--- src/rtl/decode_queue.sv ---
// decode_queue
//   DEPTH-entry FIFO of RV32I instructions that are decoded as they are
//   enqueued. The oldest decoded entry is presented to ROB/RS issue logic
//   under a valid/ready handshake. A synchronous flush (branch mispredict)
//   empties the queue.
//
// Ports
//   clock, reset         rising-edge clock; asynchronous active-high reset
//   fetchValid/Ready     fetch-side handshake; fetchReady = (count < DEPTH)
//   fetchInstr, fetchPC  instruction word and its PC
//   flush                discard all queued entries at the next edge
//   issueValid/Ready     issue-side handshake; issueValid = (count != 0)
//   opType .. illegal    decoded fields of the head entry (reset values when empty)
//   pcOut, instrOut      head PC and raw instruction word
//   count                current occupancy
module decode_queue #(
    parameter int XLEN  = 32,
    parameter int DEPTH = 4,
    parameter int PTR_W = 2
) (
    input  logic               clock,
    input  logic               reset,
    input  logic               fetchValid,
    input  logic [31:0]        fetchInstr,
    input  logic [XLEN-1:0]    fetchPC,
    output logic               fetchReady,
    input  logic               flush,
    input  logic               issueReady,
    output logic               issueValid,
    output logic [6:0]         opType,
    output logic [2:0]         opSubType,
    output logic               opFlag,
    output logic [4:0]         destReg,
    output logic [4:0]         reg1,
    output logic [4:0]         reg2,
    output logic               useReg1,
    output logic               useReg2,
    output logic               writesDest,
    output logic [XLEN-1:0]    imm,
    output logic [XLEN-1:0]    pcOut,
    output logic [31:0]        instrOut,
    output logic               illegal,
    output logic [PTR_W:0]     count
);

    localparam logic [6:0] OPC_LUI    = 7'b0110111;
    localparam logic [6:0] OPC_AUIPC  = 7'b0010111;
    localparam logic [6:0] OPC_JAL    = 7'b1101111;
    localparam logic [6:0] OPC_JALR   = 7'b1100111;
    localparam logic [6:0] OPC_BRANCH = 7'b1100011;
    localparam logic [6:0] OPC_LOAD   = 7'b0000011;
    localparam logic [6:0] OPC_STORE  = 7'b0100011;
    localparam logic [6:0] OPC_OP_IMM = 7'b0010011;
    localparam logic [6:0] OPC_OP     = 7'b0110011;
    localparam logic [6:0] OPC_FENCE  = 7'b0001111;

    localparam logic [PTR_W:0]   FULL_COUNT = (PTR_W+1)'(DEPTH);
    localparam logic [PTR_W-1:0] PTR_ONE    = PTR_W'(1);
    localparam logic [PTR_W:0]   CNT_ONE    = (PTR_W+1)'(1);

    typedef struct packed {
        logic [6:0]      op_type;
        logic [2:0]      sub_type;
        logic            flag;
        logic [4:0]      rd;
        logic [4:0]      rs1;
        logic [4:0]      rs2;
        logic            use1;
        logic            use2;
        logic            wr;
        logic [XLEN-1:0] imm;
        logic [XLEN-1:0] pc;
        logic [31:0]     instr;
        logic            illegal;
    } entry_t;

    entry_t           mem [DEPTH];
    entry_t           dec;
    entry_t           head;
    logic [PTR_W-1:0] wr_ptr;
    logic [PTR_W-1:0] rd_ptr;
    logic             do_enq;
    logic             do_deq;

    assign fetchReady = (count < FULL_COUNT);
    assign issueValid = (count != '0);
    assign do_enq     = fetchValid && fetchReady;
    assign do_deq     = issueValid && issueReady;

    // Decode of the incoming word; the result is what gets stored.
    always_comb begin
        logic [31:0] i;
        logic        is_shift;
        i = fetchInstr;
        // NOTE: every field gets a default before the case so no path leaves
        // a variable unassigned, which would otherwise infer a latch.
        dec          = '0;
        dec.op_type  = i[6:0];
        dec.sub_type = i[14:12];
        dec.rd       = i[11:7];
        dec.rs1      = i[19:15];
        dec.rs2      = i[24:20];
        dec.pc       = fetchPC;
        dec.instr    = i;
        is_shift     = (i[13:12] == 2'b01);  // funct3 001 (SLLI) or 101 (SRLI/SRAI)
        unique case (i[6:0])
            OPC_LUI, OPC_AUIPC: begin
                dec.sub_type = 3'b111;
                dec.wr       = 1'b1;
                dec.imm      = {{(XLEN-32){i[31]}}, i[31:12], 12'b0};
            end
            OPC_JAL: begin
                dec.sub_type = 3'b111;
                dec.wr       = 1'b1;
                dec.imm      = {{(XLEN-20){i[31]}}, i[19:12], i[20], i[30:21], 1'b0};
            end
            OPC_JALR, OPC_LOAD: begin
                dec.use1 = 1'b1;
                dec.wr   = 1'b1;
                dec.imm  = {{(XLEN-12){i[31]}}, i[31:20]};
            end
            OPC_BRANCH: begin
                dec.use1 = 1'b1;
                dec.use2 = 1'b1;
                dec.imm  = {{(XLEN-12){i[31]}}, i[7], i[30:25], i[11:8], 1'b0};
            end
            OPC_STORE: begin
                dec.use1 = 1'b1;
                dec.use2 = 1'b1;
                dec.imm  = {{(XLEN-12){i[31]}}, i[31:25], i[11:7]};
            end
            OPC_OP_IMM: begin
                dec.use1 = 1'b1;
                dec.wr   = 1'b1;
                if (is_shift) begin
                    dec.flag = i[30];
                    dec.imm  = {{(XLEN-5){1'b0}}, i[24:20]};
                end else begin
                    dec.imm  = {{(XLEN-12){i[31]}}, i[31:20]};
                end
            end
            OPC_OP: begin
                dec.flag = i[30];
                dec.use1 = 1'b1;
                dec.use2 = 1'b1;
                dec.wr   = 1'b1;
            end
            OPC_FENCE: begin
                dec.imm = {{(XLEN-8){1'b0}}, i[27:20]};
            end
            default: begin
                dec.sub_type = 3'b111;
                dec.illegal  = 1'b1;
            end
        endcase
        // x0 is never a real destination.
        if (i[11:7] == 5'd0)
            dec.wr = 1'b0;
    end

    // Pointer and occupancy state. Flush wins over any same-edge handshake.
    always_ff @(posedge clock or posedge reset) begin
        // NOTE: sequential state uses non-blocking assignments so every
        // register samples pre-edge values regardless of statement order.
        if (reset) begin
            wr_ptr <= '0;
            rd_ptr <= '0;
            count  <= '0;
        end else if (flush) begin
            wr_ptr <= '0;
            rd_ptr <= '0;
            count  <= '0;
        end else begin
            if (do_enq)
                wr_ptr <= wr_ptr + PTR_ONE;
            if (do_deq)
                rd_ptr <= rd_ptr + PTR_ONE;
            unique case ({do_enq, do_deq})
                2'b10:   count <= count + CNT_ONE;
                2'b01:   count <= count - CNT_ONE;
                default: count <= count;
            endcase
        end
    end

    // NOTE: the entry storage has no reset; an entry is only ever read after
    // it has been written, and the empty-queue output mask hides stale data.
    always_ff @(posedge clock) begin
        if (do_enq && !flush)
            mem[wr_ptr] <= dec;
    end

    assign head = mem[rd_ptr];

    // Head presentation, masked to reset values while the queue is empty.
    always_comb begin
        opType     = 7'h7F;
        opSubType  = 3'b111;
        opFlag     = 1'b0;
        destReg    = '0;
        reg1       = '0;
        reg2       = '0;
        useReg1    = 1'b0;
        useReg2    = 1'b0;
        writesDest = 1'b0;
        imm        = '0;
        pcOut      = '0;
        instrOut   = '0;
        illegal    = 1'b0;
        if (issueValid) begin
            opType     = head.op_type;
            opSubType  = head.sub_type;
            opFlag     = head.flag;
            destReg    = head.rd;
            reg1       = head.rs1;
            reg2       = head.rs2;
            useReg1    = head.use1;
            useReg2    = head.use2;
            writesDest = head.wr;
            imm        = head.imm;
            pcOut      = head.pc;
            instrOut   = head.instr;
            illegal    = head.illegal;
        end
    end

endmodule

--- config.mk ---
export PLATFORM = sky130hd
export DESIGN_NAME = decode_queue
export DESIGN_NICKNAME = d
export VERILOG_FILES = /design/src/rtl/decode_queue.sv
export SDC_FILE = /design/constraint.sdc
export NUM_CORES = 1
export LEC_CHECK = 0
export ABC_AREA = 1
export CAP_MARGIN = 20
export CORE_MARGIN = 5
export CORE_UTILIZATION = 50
export CTS_CLUSTER_DIAMETER = 120
export DETAILED_ROUTE_END_ITERATION = 10
export PLACE_DENSITY = 0.72
export SYNTH_ARGS = -nofsm -noshare
export SYNTH_HDL_FRONTEND = slang
export SYNTH_SLANG_ARGS = --single-unit
--- constraint.sdc ---
create_clock -name clock -period 9.73 [get_ports clock]
set_input_delay 0.973 -clock clock [delete_from_list [all_inputs] [get_ports clock]]
set_output_delay 0.973 -clock clock [all_outputs]
set_load 0.01 [all_outputs]
; Yosys cells after proc, flatten, opt, wreduce, memory -nomap -nowiden
; Memory sizes are Yosys's and may differ from the RTL's.
; Index checks and enable logic that the tools add are counted.
[totals]
elab_cells = 69
mem_bits_rw = 504
inputBits = 69
out_inout_bits = 131
mem_count = 1
reg_bits = 7
[op_classes]
mux = 31
reduce_logical = 16
addsub = 4
n_eq_ne = 13
order_cmp = 1
[mem_list]
columns = memory, words, word_bits, read_ports, rd_clocked_by_memory_dff, wr, line
row1 = mem, 4, 126, 1, 0, 1, 77  ; entry_t mem [DEPTH];
[op_table]
columns = cell, n
row1 = $pmux 32 s7, 1
row2 = $mux 32, 4
row3 = $eq 7x6->1 const B, 3
row4 = $eq 7x7->1 const B, 3
row5 = $mux 5, 3
row6 = $eq 7x5->1 const B, 2
row7 = $reduce_or 7->1, 2
row8 = $mux 1, 13
row9 = $reduce_or 10->1, 1
row10 = $mux 3, 3
row11 = $mux 2, 4
row12 = $eq 7x2->1 const B, 1
row13 = $eq 7x4->1 const B, 1
row14 = $mux 7, 1
row15 = $pmux 3 s2, 1
row16 = $reduce_bool 3->1, 2
row17 = $reduce_or 6->1, 1
row18 = $logic_not 5->1, 1
row19 = $add 2x1->2 const B, 2
row20 = $eq 2x1->1 const B, 2
row21 = $reduce_bool 2->1, 2
row22 = $reduce_or 2->1, 2
row23 = $add 3x1->3 const B, 1
row24 = $logic_and 1x1->1, 3
row25 = other kinds (6), 6

; Depth between registers and ports, before layout
[depth]
depth_word = 5
mapped_depth = 9
mapped_depth_nobuf = 8

; Worst setup path before layout
; Ideal clock, no wire load.
[synth_timing]
kind = input-to-reg
from = input port fetchValid
to = memory mem[0][0] (netlist bit), enable pin
setup_ns = 0.568
t_required_ns = 9.162
n_path_buf = 0
setup_slack_ns = 3.571
t_arrival_ns = 5.592
stages = 4
cell_sequence = nand2_1 > nor2_1 > inv_1 > nor2_1
[synth_via]
elab_chain_cells = 4
[synth_rtl]
columns = item, line
row1 = start: declaration, 23  ; input logic fetchValid,
row2 = $logic_and 1x1->1, 87  ; assign do_enq = fetchValid && fetchReady;
row3 = $logic_and 1x1->1, 189  ; if (do_enq && !flush)
row4 = $mux 1, 189
row5 = $mux 1 (not written as such), 190  ; mem[wr_ptr] <= dec;
row6 = end: declaration, 77
; No other way between the ends.

; Final worst setup path
[layout_timing]
from = register rd_ptr[0]
to = output port instrOut[24]
[layout_via]
elab_chain_cells = 2
[layout_rtl]
columns = item, line
row1 = start: declaration, 81  ; logic [PTR_W-1:0] rd_ptr;
row2 = start signal: assignment, 177  ; rd_ptr <= rd_ptr + PTR_ONE;
row3 = $mem_v2 4x126, -
row4 = $mux 32, 210  ; if (issueValid) begin
row5 = end: declaration, 41  ; output logic [31:0] instrOut,
; No other way between the ends.

==> impl_metrics.yaml <==
grt:
  use_met3: 0.03565
  grt_use_met1: 0.3018
  track_usage: 0.2113
  grt_pass1_vias: 11551
  antenna_found_initial: 1
  use_met2: 0.3388
  busiest_layer: "met2"
  grt_pass1_wl_um: 64950
  grt_start_max_net_pins: 134
  overflow: 0
clocking:
  insertion_delay_ns: 0.53
  root_buffer: "clkbuf_16"
  cts_hold_buf: 0
  clkTransAtPathRegs_ns: 0.06
  h-tree-depth: 2
  cts_tree: "yes"
  numCtsBuffers: 42
  cts_sinks: 423
  post_cts_buffers: 0
  cts_resized: 0
  clockBufferDepth: 3
synth:
  synthCells: 1493
  synth_seq_area_share: 0.7226
  syn_area_um2: 17530
  avgSynthCellArea_um2: 11.74
  ys_warn_count: 0
  synthesis.nets: 1567
  synth_cell_type_count: 28
  ys_ff_latch: 423
placement:
  gp_congestion: 0.8068
  dp.cells: 2057
  numPortBuffers: 199
  dpl.hpwl_um: 24610
routing:
  post_drt_via_cell_ratio: 5.533
  drc: 0
  ant_nets: 0
  dr.pass1.iters: 6
  dr.first_iter.drc_count: 1198
  wire_per_inst_um: 19.77
  routed_wl_um: 42200
  num_vias: 11812
critical_path:
  endpoint_kind: "primary output"
  r2r_slack_ns: 6.54
  setup.worst_path.class: "register to primary output"
  cp_max_fo: 133
  start_kind: "register"
  crit_required_ns: 8.76
  crit_arrival_ns: 3.68
final_layout:
  final_cell_mix: "nor2_1, edfxtp_1, clkdlybuf4s50_1"
  final_nets: 1721
  final_common_cell: "nor2_1"
  drive_above_1_share: 0.06194
  stdcell_count: 2135
  area_growth_pct: 19.81
sta:
  fin_crit_ns: 4.652
  slew_violations: 0
  hold_viol: 0
  fmax_mhz: 215.0
  fin_crit_sh: 0.4781
  tightestPinTransition_ns: 1.131
  relSlewSlack: 0.2459
  skew_ns: 0.01221
  setup_viol: 0
  rsz0062_at_grt: "false"
  fin_tns_setup_ns: 0
status:
  status: "completed"
pwr:
  leakage_uw: 0.007415
  ir_drop_mv: 0.1794
  power.density_nw_per_um2: 265.8
die:
  ios: 200
  rows: 68
  start_util: 0.5075
  die_x_um: 197.2
  die_area_um2: 38910
  core-area_um2: 34540
  die_y_um: 197.2
flow_run:
  cap_violations: 0
worst_hold_path:
  hp-class: "register to register"
## worst max-delay path: stages (launching register included)
cell and delay [ns]:
dfrtp_4 0.58, inv_6 0.62, buf_4 0.70, o21ai_0 0.20, a21oi_1 0.29, clkdlybuf4s50_1 0.59
## power by group
part           internal [uW]  total [uW]  switching [uW]
registers               2130        2180            51.2
logic                    830        1920            1090
clock network            835        1480             646
## registers in the layout, indices dropped and copies added, names as in the netlist
signal and flops:
wr_ptr 2, count 3, mem 416, rd_ptr 2
## cell families after synthesis
| family | count (synthesis) | share of synthesized area |
|---|---|---|
| compound gates | 333 | 0.09799 |
| fa+ha+maj | 5 | 0.003997 |
| buf+inv | 133 | 0.03604 |
| flops | 423 | 0.7226 |
| simple gates | 599 | 0.1394 |
## Yosys cell counts
| library cell | count | area [um^2] |
|---|---|---|
| nand3_2 | 10 | 100.1 |
| nor3b_1 | 2 | 15.01 |
| nand3_1 | 36 | 180.2 |
| edfxtp_1 | 416 | 12490 |
| nor3_2 | 1 | 10.01 |
| buf_1 | 5 | 18.77 |
| dfrtp_1 | 7 | 175.2 |
| ha_1 | 4 | 50.05 |
| nand2_2 | 6 | 37.54 |
| nor3_4 | 3 | 48.80 |
| nand3b_1 | 2 | 15.01 |
| buf_6 | 3 | 33.78 |
| inv_1 | 22 | 82.58 |
| buf_2 | 40 | 200.2 |
| fa_1 | 1 | 20.02 |
| a21oi_1 | 106 | 530.5 |
| nand4_1 | 2 | 12.51 |
| o21bai_1 | 2 | 15.01 |
| nand2_1 | 108 | 405.4 |
| o21ai_1 | 28 | 140.1 |
| buf_4 | 16 | 120.1 |
| o311ai_0 | 3 | 26.28 |
| a32o_1 | 7 | 70.07 |
| nor2_1 | 422 | 1584 |
| inv_2 | 8 | 30.03 |
| nor3_1 | 7 | 35.03 |
| clkbuf_1 | 39 | 146.4 |
| o21ai_0 | 187 | 935.9 |
## final timing paths
check / from / end / cells after the start
min in group asynchronous: reset / wr_ptr[1] / 2
worst max register to register: count[2] / mem[2][30] / 6
max in group asynchronous: reset / rd_ptr[1] / 2
worst min-delay path: wr_ptr[1] / wr_ptr[1] / 2
worst min register to register: wr_ptr[1] / wr_ptr[1] / 2
worst max-delay path: rd_ptr[0] / instrOut[24] / 5
## layout make-up
| cell class | instances | area [um^2] |
|---|---|---|
| fill | 2698 | 13540 |
| multi-input combinational | 937 | 4262 |
| antenna | 1 | 2.502 |
| timing repair buffer | 213 | 2117 |
| sequential | 423 | 12670 |
| clock buffer | 51 | 1149 |
| inverter | 30 | 121.4 |
| clock inverter | 25 | 108.9 |
| tap | 455 | 569.3 |
## metrics by stage
stage          setup WS (ns)  hold WS [ns]  area (um^2)  power, uW  utilization
2_1_floorplan          3.571        0.4923        17530       3196            -
3_3_place_gp           5.595        0.5132        19720       4114       0.5708
3_5_place_dp           5.577        0.5335        19720       4136       0.5708
4_1_cts                5.076        0.5476        20970       5617       0.6072
5_1_grt                4.823        0.5860        21000       5879       0.6080
6_report               5.078        0.5393        21000       5583       0.6080
## metal layers
metal  up-vias  routed length, um
li1       5543                  -
met1      5721              17820
met2       476              20060
met3        72               3382
met4         0                942
met5         -                  0
Power figures use the tool's default switching activity.
